==> src/rtl/t03_nes_pkg.sv <==
// Shared definitions for the NES controller poll sequencer.
//   nes_state_t      : sequencer FSM states
//   BTN_*            : bit index of each button in a controller word
//   DEF_*            : default timing constants
package t03_nes_pkg;

  typedef enum logic [2:0] {
    IDLE     = 3'd0,
    LATCH    = 3'd1,
    PULSE_HI = 3'd2,
    PULSE_LO = 3'd3,
    DONE     = 3'd4
  } nes_state_t;

  localparam int BTN_A      = 7;
  localparam int BTN_B      = 6;
  localparam int BTN_SELECT = 5;
  localparam int BTN_START  = 4;
  localparam int BTN_UP     = 3;
  localparam int BTN_DOWN   = 2;
  localparam int BTN_LEFT   = 1;
  localparam int BTN_RIGHT  = 0;

  localparam logic [15:0] DEF_HALF_CYC    = 16'd500;
  localparam logic [23:0] DEF_AUTO_PERIOD = 24'd166667;
  localparam int          DEF_NBTN        = 8;

endpackage

==> src/rtl/t03_nes_rx_lane.sv <==
// One controller's receive path.
// Ports:
//   clk, rst   : clock, synchronous active-high reset
//   data_n     : raw serial data from controller (active-low, asynchronous)
//   sample_en  : shift one synchronized, inverted bit into the shift register
//   commit     : publish shift register as btn and update the rise mask
//   btn        : pressed mask (active-high)
//   rise       : buttons pressed now that were released in the previous commit
module t03_nes_rx_lane #(
  parameter int NBTN = 8
) (
  input  logic            clk,
  input  logic            rst,
  input  logic            data_n,
  input  logic            sample_en,
  input  logic            commit,
  output logic [NBTN-1:0] btn,
  output logic [NBTN-1:0] rise
);

  logic [1:0]      sync_q;
  logic [NBTN-1:0] shreg;
  logic [NBTN-1:0] prev;

  always_ff @(posedge clk) begin
    if (rst) begin
      // Synchronizer resets to the idle (released) line level.
      sync_q <= 2'b11;
      shreg  <= '0;
      prev   <= '0;
      btn    <= '0;
      rise   <= '0;
    end else begin
      sync_q <= {sync_q[0], data_n};
      // First sampled bit (A) ends up in the MSB after NBTN shifts.
      if (sample_en) shreg <= {shreg[NBTN-2:0], ~sync_q[1]};
      if (commit) begin
        btn  <= shreg;
        rise <= shreg & ~prev;
        prev <= shreg;
      end
    end
  end

endmodule

==> src/rtl/t03_nes_poll_sequencer.sv <==
// NES controller poll sequencer: drives the shared latch/pulse lines, shifts in
// both controllers' button words and publishes snapshots over valid/ready.
// Ports:
//   clk, rst              : clock, synchronous active-high reset
//   poll_req              : single-cycle poll request
//   data1, data2          : controller serial data (active-low, async)
//   latch, pulse          : NES bus outputs (registered, never both high)
//   busy                  : FSM not IDLE
//   snap_valid/snap_ready : snapshot handshake
//   p1_btn, p2_btn        : pressed masks
//   p1_rise, p2_rise      : newly-pressed masks
//   overrun               : one-cycle pulse when an unaccepted snapshot is overwritten
//   dbg_state             : current FSM state (nes_state_t encoding)
//
// Handshake: a snapshot is transferred on any cycle where snap_valid and
// snap_ready are both high; snap_valid drops the following cycle unless a new
// snapshot completes on that same cycle, in which case the new one stays valid.
// Snapshot outputs only change while snap_valid=1 when a new snapshot lands.
module t03_nes_poll_sequencer
  import t03_nes_pkg::*;
#(
  parameter logic [15:0] HALF_CYC    = DEF_HALF_CYC,
  parameter logic [23:0] AUTO_PERIOD = DEF_AUTO_PERIOD,
  parameter int          NBTN        = DEF_NBTN
) (
  input  logic       clk,
  input  logic       rst,
  input  logic       poll_req,
  input  logic       data1,
  input  logic       data2,
  output logic       latch,
  output logic       pulse,
  output logic       busy,
  output logic       snap_valid,
  input  logic       snap_ready,
  output logic [7:0] p1_btn,
  output logic [7:0] p2_btn,
  output logic [7:0] p1_rise,
  output logic [7:0] p2_rise,
  output logic       overrun,
  output logic [2:0] dbg_state
);

  // Counter is one bit wider than HALF_CYC so the latch phase cannot overflow.
  localparam logic [16:0] LATCH_LAST = {HALF_CYC, 1'b0} - 17'd1;
  localparam logic [16:0] HALF_LAST  = {1'b0, HALF_CYC} - 17'd1;
  localparam logic        AUTO_EN    = (AUTO_PERIOD != 24'd0);
  localparam logic [23:0] AUTO_LAST  = AUTO_PERIOD - 24'd1;

  nes_state_t  state;
  logic [16:0] cnt;
  logic [3:0]  k;
  logic        pending;
  logic [23:0] auto_cnt;
  logic        auto_exp;
  logic        trigger;
  logic        sample_en;
  logic        commit;

  assign auto_exp  = AUTO_EN && (auto_cnt == AUTO_LAST);
  assign trigger   = poll_req | auto_exp | pending;
  assign busy      = (state != IDLE);
  assign dbg_state = state;
  assign commit    = (state == DONE);
  // Bit A is taken at the end of latch; bits 6..0 at the end of pulses 1..7.
  assign sample_en = ((state == LATCH) && (cnt == LATCH_LAST)) ||
                     ((state == PULSE_LO) && (cnt == HALF_LAST) && (k <= 4'(BTN_A)));

  // Free-running auto-poll timer, independent of FSM state.
  always_ff @(posedge clk) begin
    if (rst || !AUTO_EN || auto_exp) auto_cnt <= '0;
    else                             auto_cnt <= auto_cnt + 24'd1;
  end

  always_ff @(posedge clk) begin
    if (rst) begin
      state      <= IDLE;
      cnt        <= '0;
      k          <= '0;
      pending    <= 1'b0;
      latch      <= 1'b0;
      pulse      <= 1'b0;
      snap_valid <= 1'b0;
      overrun    <= 1'b0;
    end else begin
      overrun <= 1'b0;
      if (snap_valid && snap_ready) snap_valid <= 1'b0;
      // One-deep request memory while a poll is running.
      if ((state != IDLE) && (poll_req || auto_exp)) pending <= 1'b1;

      case (state)
        IDLE: begin
          if (trigger) begin
            state   <= LATCH;
            latch   <= 1'b1;
            cnt     <= '0;
            pending <= 1'b0;
          end
        end
        LATCH: begin
          if (cnt == LATCH_LAST) begin
            state <= PULSE_HI;
            latch <= 1'b0;
            pulse <= 1'b1;
            cnt   <= '0;
            k     <= 4'd1;
          end else begin
            cnt <= cnt + 17'd1;
          end
        end
        PULSE_HI: begin
          if (cnt == HALF_LAST) begin
            state <= PULSE_LO;
            pulse <= 1'b0;
            cnt   <= '0;
          end else begin
            cnt <= cnt + 17'd1;
          end
        end
        PULSE_LO: begin
          if (cnt == HALF_LAST) begin
            cnt <= '0;
            if (k < 4'(NBTN)) begin
              k     <= k + 4'd1;
              pulse <= 1'b1;
              state <= PULSE_HI;
            end else begin
              state <= DONE;
            end
          end else begin
            cnt <= cnt + 17'd1;
          end
        end
        DONE: begin
          // A same-cycle accept takes the old snapshot; the new one stays valid.
          snap_valid <= 1'b1;
          overrun    <= snap_valid && !snap_ready;
          state      <= IDLE;
        end
        default: state <= IDLE;
      endcase
    end
  end

  t03_nes_rx_lane #(.NBTN(NBTN)) u_lane1 (
    .clk       (clk),
    .rst       (rst),
    .data_n    (data1),
    .sample_en (sample_en),
    .commit    (commit),
    .btn       (p1_btn),
    .rise      (p1_rise)
  );

  t03_nes_rx_lane #(.NBTN(NBTN)) u_lane2 (
    .clk       (clk),
    .rst       (rst),
    .data_n    (data2),
    .sample_en (sample_en),
    .commit    (commit),
    .btn       (p2_btn),
    .rise      (p2_rise)
  );

endmodule

==> config.mk <==
export PLATFORM = sky130hd
export DESIGN_NAME = t03_nes_poll_sequencer
export DESIGN_NICKNAME = d
export VERILOG_FILES = /design/src/rtl/t03_nes_pkg.sv /design/src/rtl/t03_nes_rx_lane.sv /design/src/rtl/t03_nes_poll_sequencer.sv
export SDC_FILE = /design/constraint.sdc
export NUM_CORES = 1
export LEC_CHECK = 0
export ABC_AREA = 1
export BUFFER_PORTS_ARGS = -buffer_cell sky130_fd_sc_hd__buf_4
export CAP_MARGIN = 20
export CORE_MARGIN = 1.5
export CORE_UTILIZATION = 40
export DETAILED_ROUTE_END_ITERATION = 7
export SLEW_MARGIN = 25
export SYNTH_ARGS = -nofsm -noshare
export SYNTH_HDL_FRONTEND = slang
export SYNTH_SLANG_ARGS = --single-unit
==> constraint.sdc <==
create_clock -name clk -period 1.8 [get_ports clk]
set_clock_uncertainty 0.05 [all_clocks]
set_input_delay 0.36 -clock clk [delete_from_list [all_inputs] [get_ports clk]]
set_output_delay 0.36 -clock clk [all_outputs]
set_load 0.005 [all_outputs]
==> results of run 1 <==
cell families after synthesis:
logic type,after synthesis,share of synthesized area
AOI/OAI and AO/OA,89,0.09349
and+or+nand+nor,404,0.3688
buffers and inverters,82,0.07254
xor gates and xnor gates,13,0.02324
adders and majority gates,5,0.01277
DFF,105,0.4291
final timing paths:
check,startpoint,to
worst max-delay path,dbg_state[0],busy
worst min-delay path,data2,u_lane2.sync_q[0]
worst max register to register,cnt[0],cnt[14]
worst min register to register,u_lane2.sync_q[1],u_lane2.shreg[0]
cell usage after synthesis (all sizes together):
master  number
a31o         1
or2         23
nand4       11
nand3b       3
xor2        10
xnor2        3
nand3       45
dfxtp      105
a21oi       64
ha           5
nor3        16
o211ai       1
nor3b        4
nand2      177
clkbuf       9
a211oi       1
nor2       125
inv         62
o21ai       22
buf         11
metrics by stage:
| stage | setup slack, ns | utilization | TNS [ns] | hold slack, ns |
|---|---|---|---|---|
| 6_report | 0.1059 | 0.4969 | 0 | 0.1395 |
| 5_1_grt | -0.001795 | 0.4969 | -0.001795 | 0.1270 |
| 4_1_cts | 0.03081 | 0.4862 | 0 | 0.1246 |
| 3_5_place_dp | 0.05903 | 0.4594 | 0 | 0.3436 |
| 3_3_place_gp | 0.09091 | 0.4594 | 0 | 0.3444 |
| 2_1_floorplan | 0.1682 | - | 0 | 0.3323 |
critical path, stage by stage, from the launching register on:
cell and delay (ns):
dfxtp_4 0.38, nor2_4 0.12, inv_1 0.08, nor2_2 0.15, inv_2 0.07, buf_4 0.13
report_power, final:
| group | switching (mW) | internal (mW) |
|---|---|---|
| Combinational | 0.545 | 0.347 |
| Clock | 0.923 | 1.11 |
| Sequential | 0.105 | 2.41 |
| Total | 1.57 | 3.86 |
cell type report:
cell class / count / area, µm² / share of cell area
Sequential cell: 105 / 2117 / 0.3562
Timing Repair Buffer: 73 / 589.3 / 0.09916
Clock inverter: 7 / 90.09 / 0.01516
Clock buffer: 9 / 225.2 / 0.03789
Multi-Input combinational cell: 512 / 2502 / 0.4211
Inverter: 62 / 235.2 / 0.03958
Tap cell: 147 / 183.9 / 0.03095
state kept, by name, summed over array words and instances (netlist names):
signal          flops
u_lane1.sync_q      2
k                   4
u_lane1.rise        8
overrun             1
u_lane2.shreg       8
auto_cnt           24
cnt                17
dbg_state           3
u_lane2.btn         8
u_lane2.sync_q      2
u_lane2.rise        8
latch               1
pulse               1
pending             1
snap_valid          1
u_lane1.btn         8
u_lane1.shreg       8
routing by layer:
| metal | up-vias | share of wire |
|---|---|---|
| met2 | 54 | 0.47 |
| met5 | - | 0 |
| met3 | 8 | 0.037 |
| met1 | 2049 | 0.48 |
| met4 | 0 | 0.011 |
| li1 | 2355 | - |
what timing repair did:
item                                    in CTS  in global routing
hold buffers                                 0                  0
gates resized for setup                      3                 27
endpoints found under the setup margin       1                 25
cloned                                       0                  1
pin swaps                                    0                  4
buffers inserted                             0                  7
==> summary.txt, run 1 <==
Power
  – Leakage power: 2.385 nW
  – Pwr Density: 914.4 nW/µm²
  – Overall power: 5.434 mW
  – Peak supply drop: 0.8314 mV

Placed design
  – Dpl cell area: 5495 µm²
  – Buffers on Ports: 45
  – Post-DP HPWL: 7.873 mm
  – Routability cong.: 0.9251
  – Post-placement cell count: 891

Logic synthesis
  – Mean Syn Cell Area: 7.018 µm²
  – Net Count, Synth: 709
  – Top-area cell type share of the netlist area: 0.4291
  – Synth Warn #: 0
  – Post-synth cell types: 34
  – Cell area after synthesis: 4898 µm²
  – Cells after synthesis: 698
  – Sequential share of the synthesized area: 0.4291
  – Top post-synthesis cells by area: dfxtp_1 (43%), nand2_1 (13%), nor2_1 (8.7%)
  – Largest area contributor in the netlist: dfxtp_1
  – FF+latch count, synth: 105

Global route
  – Met1 Resource Use GR: 0.2286
  – Vias in the first global route: 4058
  – Met3 global-route usage: 0.05048
  – Met2 Track Usage GR: 0.2779
  – GRT Overall Usage: 0.1739
  – First-pass GRT wire length: 18.20 mm
  – Largest net degree at the start of global routing: 35
  – Initial antenna violation count: 0
  – Total global routing overflow: 0
  – Most Used Layer, Global Route: met2

Drt
  – Drt first pass iters: 4
  – Total number of vias: 4466
  – Routed WL: 10.85 mm
  – Post-DRT Antenna Nets: 0
  – Routed vias/inst: 4.881
  – DRC viols: 0
  – DR WL/cell: 11.86 µm
  – Initial drt markers: 321

Clock tree
  – CTS H-tree depth: 3
  – Clock root cell: clkbuf_16
  – Worst-Skew Late Latency: 0.35 ns
  – Clk slew on worst S/H paths: 0.07 ns
  – Sink Count: 105
  – CTS tree: done
  – Clock Path Buffers: 2
  – TritonCTS Buffers: 9

Critical path
  – Worst Path Required: 1.39 ns
  – Setup crit start kind: register
  – Setup Crit Path Kind: reg2out
  – Worst Setup End Kind: output port
  – Crit path max fanout: 5
  – R2r setup slk: 0.16 ns
  – R2R depth: 9
  – Critical path arrival: 1.28 ns

Die
  – Chip Height: 113.7 µm
  – Die X: 113.7 µm
  – Core Area: 11960 µm²
  – Initial Utilization: 0.4095
  – FP Rows: 40
  – Die ar.: 12920 µm²
  – # IOs: 46

Flow run
  – MaxCap Viol Count: 0

Finish
  – Share of cells above drive strength 1: 0.2122
  – Fill cells: 1161
  – Commonest non-fill, non-tap cell in the layout: nand2_1
  – Area grow syn2layout: 21.33%
  – Diodes inserted: 0
  – Non-filler instance count after layout: 915
  – Final Cell Area: 5943 µm²
  – Fin nets: 774
  – Most frequent cells in the layout: nand2_1 (168), nor2_1 (105), dfxtp_1 (95)

STA
  – Maximum clock rate: 590.3 MHz
  – Setup-failing EPs final: 0
  – Final worst-path cycle share: 0.9412
  – Final Max Slew Viols: 0
  – Slew @ Worst Pin: 0.3673 ns
  – Minimum clock period: 1.694 ns
  – Final hold violation count: 0
  – Relative slew slack: 0.7532

Worst hold path
  – Hold WC Path Type: in2reg
  – Hold Path Depth: 2

Status
  – Status: finished, final reports clean
No activity file was read; power rests on OpenSTA's default activity.
==> inputs of run 2 (changes only) <==
SETUP_SLACK_MARGIN = 0.15   (was unset)
==> run 2 against run 1 <==
  * Sequential share of layout area shrank 0.85 points
  * Design area grew 3.1%
  * Register-to-register slack gained 0.06 ns
  * Via count grew 1.3%
  * Critical path type unchanged
  * Worst setup slack gained 0.055 ns
  * Largest power group unchanged
  * Largest cell class unchanged
  * Worst hold slack lost 0.0028 ns
==> summary.txt, run 2 (synthesized netlist as in run 1, its figures left out) <==
Drt
  – Routed vias/inst: 4.907
  – Post-DRT Antenna Nets: 0
  – DR WL/cell: 12.12 µm
  – DRC viols: 0
  – Drt first pass iters: 4
  – Routed WL: 11.18 mm
  – Initial drt markers: 270
  – Total number of vias: 4524

Placed design
  – Post-DP HPWL: 7.873 mm
  – Routability cong.: 0.9251
  – Buffers on Ports: 45

Global route
  – Vias in the first global route: 4116
  – GRT Overall Usage: 0.1758
  – Total global routing overflow: 0
  – First-pass GRT wire length: 18.37 mm
  – Largest net degree at the start of global routing: 35
  – Initial antenna violation count: 0

Clock tree
  – Worst-Skew Late Latency: 0.36 ns
  – CTS H-tree depth: 3
  – Sink Count: 105
  – Clock root cell: clkbuf_16
  – Clock Path Buffers: 2
  – CTS tree: done
  – TritonCTS Buffers: 9
  – Clk slew on worst S/H paths: 0.07 ns

Die
  – Chip Height: 113.7 µm
  – Initial Utilization: 0.4095
  – FP Rows: 40
  – Die ar.: 12920 µm²
  – Core Area: 11960 µm²
  – # IOs: 46
  – Die X: 113.7 µm

Power
  – Pwr Density: 921.9 nW/µm²
  – Overall power: 5.650 mW
  – Leakage power: 2.430 nW
  – Peak supply drop: 0.8309 mV

Finish
  – Largest Register: auto_cnt
  – Fill cells: 1138
  – Max reg flops: 24
  – Fin nets: 781
  – Most frequent cells in the layout: nand2_1 (162), nor2_1 (102), dfxtp_1 (92)
  – Area grow syn2layout: 25.11%
  – Regs by FF count: auto_cnt: 24 flops, cnt: 17 flops
  – Diodes inserted: 0
  – Commonest non-fill, non-tap cell in the layout: nand2_1
  – Share of cells above drive strength 1: 0.2426

Critical path
  – Worst Path Required: 1.39 ns
  – Worst Setup End Kind: output port
  – Critical path arrival: 1.23 ns
  – Crit path max fanout: 5
  – Setup crit start kind: register
  – Setup Crit Path Kind: reg2out

STA
  – Final Max Slew Viols: 0
  – Final TNS setup: 0 ns
  – Maximum clock rate: 610.0 MHz
  – Final worst-path cycle share: 0.9107
  – Slew @ Worst Pin: 0.3728 ns
  – Setup-failing EPs final: 0
  – RSZ-0062 raised after global routing: true
  – Minimum clock period: 1.639 ns
  – Final hold violation count: 0
  – Relative slew slack: 0.7496

Worst hold path
  – Hold WC Path Type: in2reg

Flow run
  – MaxCap Viol Count: 0

Status
  – Status: finished, final reports clean
==> run 2: cell types whose count changed in the layout (fill, tap and decap cells not counted), sizes merged <==
cell	delta
buf	+7
==> run 2: cell type report <==
class | count | area (µm²) | share of cell area
clock buffers | 9 | 225.2 | 0.03675
clock inverters | 7 | 90.09 | 0.01470
inverters | 62 | 240.2 | 0.03920
multi-input cells | 512 | 2616 | 0.4269
flip-flops and latches | 105 | 2131 | 0.3477
well taps | 147 | 183.9 | 0.03001
repair buffers | 80 | 641.9 | 0.1047
==> run 2: repair_timing <==
action                     in CTS  in global routing
hold buffers                    0                  0
setup buffers                   8                  6
resized for setup              19                 47
hold endpoints to repair        0                  0
setup endpoints to repair      25                 46
gates cloned                    1                  0
pin swaps                       5                 11
==> run 2: worst paths after layout <==
| path | startpoint | depth (start not counted) | end | slack [ns] |
|---|---|---|---|---|
| setup / recovery | dbg_state[1] | 5 | busy | 0.16 |
| hold / removal | data2 | 2 | u_lane2.sync_q[0] | 0.14 |
| setup reg to reg | cnt[0] | 11 | k[0] | 0.22 |
| hold reg to reg | u_lane2.sync_q[1] | 1 | u_lane2.shreg[0] | 0.35 |
==> run 2: worst max-delay path, cell delays in order (launching register included) <==
cell,delay (ns)
dfxtp_4,0.37
nor2_4,0.15
inv_2,0.07
nor2_4,0.10
inv_2,0.06
buf_4,0.13
==> run 2: per-layer routing <==
metal | track usage | wire length, µm | part of all wire
met5 | 0 | 0 | 0
met4 | 0.05167 | 167 | 0.015
met3 | 0.05048 | 364 | 0.033
met2 | 0.2847 | 5273 | 0.47
met1 | 0.2283 | 5369 | 0.48
==> run 2: power breakdown <==
| group | switching (mW) | internal (mW) | leakage (nW) |
|---|---|---|---|
| Combinational | 0.662 | 0.453 | 1.43 |
| Sequential | 0.0865 | 2.41 | 0.856 |
| Clock | 0.935 | 1.11 | 0.147 |
==> run 2: per-stage QoR <==
stage,util,hold WS (ns),instance area [µm²],cells,setup slack (ns)
4_1_cts,0.4950,0.1246,5921,916,0.1453
5_1_grt,0.5123,0.1270,6128,922,0.09562
6_report,0.5123,0.1367,6128,922,0.1608
3_3_place_gp,0.4594,0.3444,5495,891,0.09091
2_1_floorplan,-,0.3323,4898,698,0.1682
3_5_place_dp,0.4594,0.3436,5495,891,0.05903
==> inputs of run 3 (changes only) <==
RECOVER_POWER = 50   (was unset)
==> run 3 against run 2 <==
  * Core utilization shrank 0.25 points
  * Global-route usage is the same
  * Register-to-register slack lost 0.04 ns
  * Sequential cell count is the same
  * Die area is the same
  * Routed wire length shrank 0.61%
  * Final cell count is the same
  * Critical path type unchanged
  * Combinational power is essentially flat
  * Sequential share of layout area is essentially flat
  * Via count is essentially flat
  * Worst setup slack lost 0.044 ns
  * Maximum frequency shrank 2.6%
==> summary.txt, run 3 (synthesized netlist as in run 1, its figures left out) <==
Die
  – Initial Utilization: 0.4095
  – Die ar.: 12920 µm²
  – Chip Height: 113.7 µm
  – FP Rows: 40
  – Die X: 113.7 µm
  – Core Area: 11960 µm²
  – # IOs: 46

Drt
  – Routed vias/inst: 4.903
  – Drt first pass iters: 4
  – Routed WL: 11.11 mm
  – Initial drt markers: 286
  – DRC viols: 0
  – Total number of vias: 4521
  – DR WL/cell: 12.05 µm
  – Post-DRT Antenna Nets: 0

Power
  – Pwr Density: 923.5 nW/µm²
  – Leakage power: 2.391 nW
  – Peak supply drop: 0.8305 mV

Critical path
  – Cell chain of the critical path: nor2_4 -> inv_2 -> nor2_4 -> inv_2 -> buf_4
  – RR Startpoint: dbg_state[1]
  – Slowest CP cell: dfxtp_1
  – Worst Path Required: 1.39 ns
  – Worst Setup End Kind: output port
  – R2R depth: 9
  – CP endpoint: busy
  – WP buf/inv: 3
  – Setup Crit Path Kind: reg2out
  – Crit path largest cell delay: 0.39 ns
  – CP Depth: 5
  – Critical path arrival: 1.27 ns
  – R2r setup slk: 0.18 ns
  – Crit path max fanout: 5
  – CP delay by family, top: flip-flops
  – Setup crit start: dbg_state[1]
  – Setup crit start kind: register
  – Reg-to-reg endpoint: u_lane2.rise[2]

STA
  – Relative slew slack: 0.3998
  – Final hold violation count: 0
  – Minimum clock period: 1.683 ns
  – Final worst-path cycle share: 0.9351
  – Final Max Slew Viols: 0
  – Hold Worst Slack: 0.1359 ns
  – Final TNS setup: 0 ns
  – RSZ-0062 raised after global routing: true
  – Maximum clock rate: 594.1 MHz
  – Setup-failing EPs final: 0
  – Slew @ Worst Pin: 0.9003 ns

Placed design
  – Buffers on Ports: 45
  – Dpl cell area: 5495 µm²
  – Routability cong.: 0.9251
  – Post-DP HPWL: 7.873 mm

Finish
  – Largest Register: auto_cnt
  – Final Cell Area: 6098 µm²
  – Fill cells: 1146
  – Commonest non-fill, non-tap cell in the layout: nand2_1
  – Most frequent cells in the layout: nand2_1 (162), nor2_1 (102), dfxtp_1 (94)
  – Fin nets: 781
  – Diodes inserted: 0
  – Max reg flops: 24
  – Area grow syn2layout: 24.50%
  – Share of cells above drive strength 1: 0.2348
  – Regs by FF count: auto_cnt: 24 flops, cnt: 17 flops
  – Fin util: 0.5098

Clock tree
  – Cts-stage hold buffer count: 0
  – TritonCTS Buffers: 9
  – Worst-Skew Late Latency: 0.36 ns
  – CTS H-tree depth: 3
  – Clock Path Buffers: 2
  – Clock root cell: clkbuf_16
  – CTS tree: done
  – Clk slew on worst S/H paths: 0.07 ns
  – Sink Count: 105

Status
  – Status: finished, final reports clean

Worst hold path
  – Hold WC Path Type: in2reg
  – Hold Path Depth: 2

Global route
  – Initial antenna violation count: 0
  – GRT Overall Usage: 0.1758
  – Largest net degree at the start of global routing: 35
  – Total global routing overflow: 0
  – First-pass GRT wire length: 18.37 mm
  – Vias in the first global route: 4116

Flow run
  – MaxCap Viol Count: 0
## run 3: cell count changes in the layout (fill, tap and decap cells not counted), sizes merged
| cell | previous run | this run |
|---|---|---|
| buf | 80 | 42 |
| clkbuf | 9 | 47 |
## run 3: layout make-up
| cell class | count | area, µm² | area share |
|---|---|---|---|
| Inverter | 62 | 240.2 | 0.03939 |
| Tap cell | 147 | 183.9 | 0.03016 |
| Multi-Input combinational cell | 512 | 2616 | 0.4290 |
| Timing Repair Buffer | 80 | 619.3 | 0.1016 |
| Clock buffer | 9 | 225.2 | 0.03693 |
| Clock inverter | 7 | 90.09 | 0.01477 |
| Sequential cell | 105 | 2123 | 0.3482 |
## run 3: how the worst min path moves through the flow
stage	startpoint	to
2_1_floorplan	u_lane1.sync_q[1]	u_lane1.shreg[0]
3_3_place_gp	u_lane2.sync_q[0]	u_lane2.sync_q[1]
3_5_place_dp	u_lane2.sync_q[1]	u_lane2.shreg[0]
4_1_cts	data2	u_lane2.sync_q[0]
5_1_grt	data2	u_lane2.sync_q[0]
6_report	data2	u_lane2.sync_q[0]
## run 3: through the flow
step / std cells / total power [mW] / setup WS (ns)
3_3_place_gp: 891 / 3.360 / 0.09091
4_1_cts: 916 / 5.510 / 0.1453
5_1_grt: 922 / 5.896 / 0.07333
6_report: 922 / 5.632 / 0.1168
3_5_place_dp: 891 / 3.368 / 0.05903
2_1_floorplan: 698 / 3.041 / 0.1682
## run 3: where the power goes
group	total (mW)	leakage, nW	internal [mW]	switching [mW]
Combinational	1.11	1.39	0.448	0.661
Clock	2.04	0.147	1.11	0.935
Sequential	2.48	0.855	2.39	0.0862
## run 3: timing repair
item                                    in CTS  in global routing
pin swaps                                    5                 11
gates resized for setup                     19                 47
endpoints found under the setup margin      25                 46
gates cloned                                 1                  0
buffers inserted                             8                  6
## run 3: routing by layer
layer  global-route usage  vias up  part of all wire
met2               0.2847       53              0.47
li1                     -     2367                 -
met3              0.05048       12             0.038
met5                    0        -                 0
met4              0.05167        0             0.015
met1               0.2283     2089              0.47
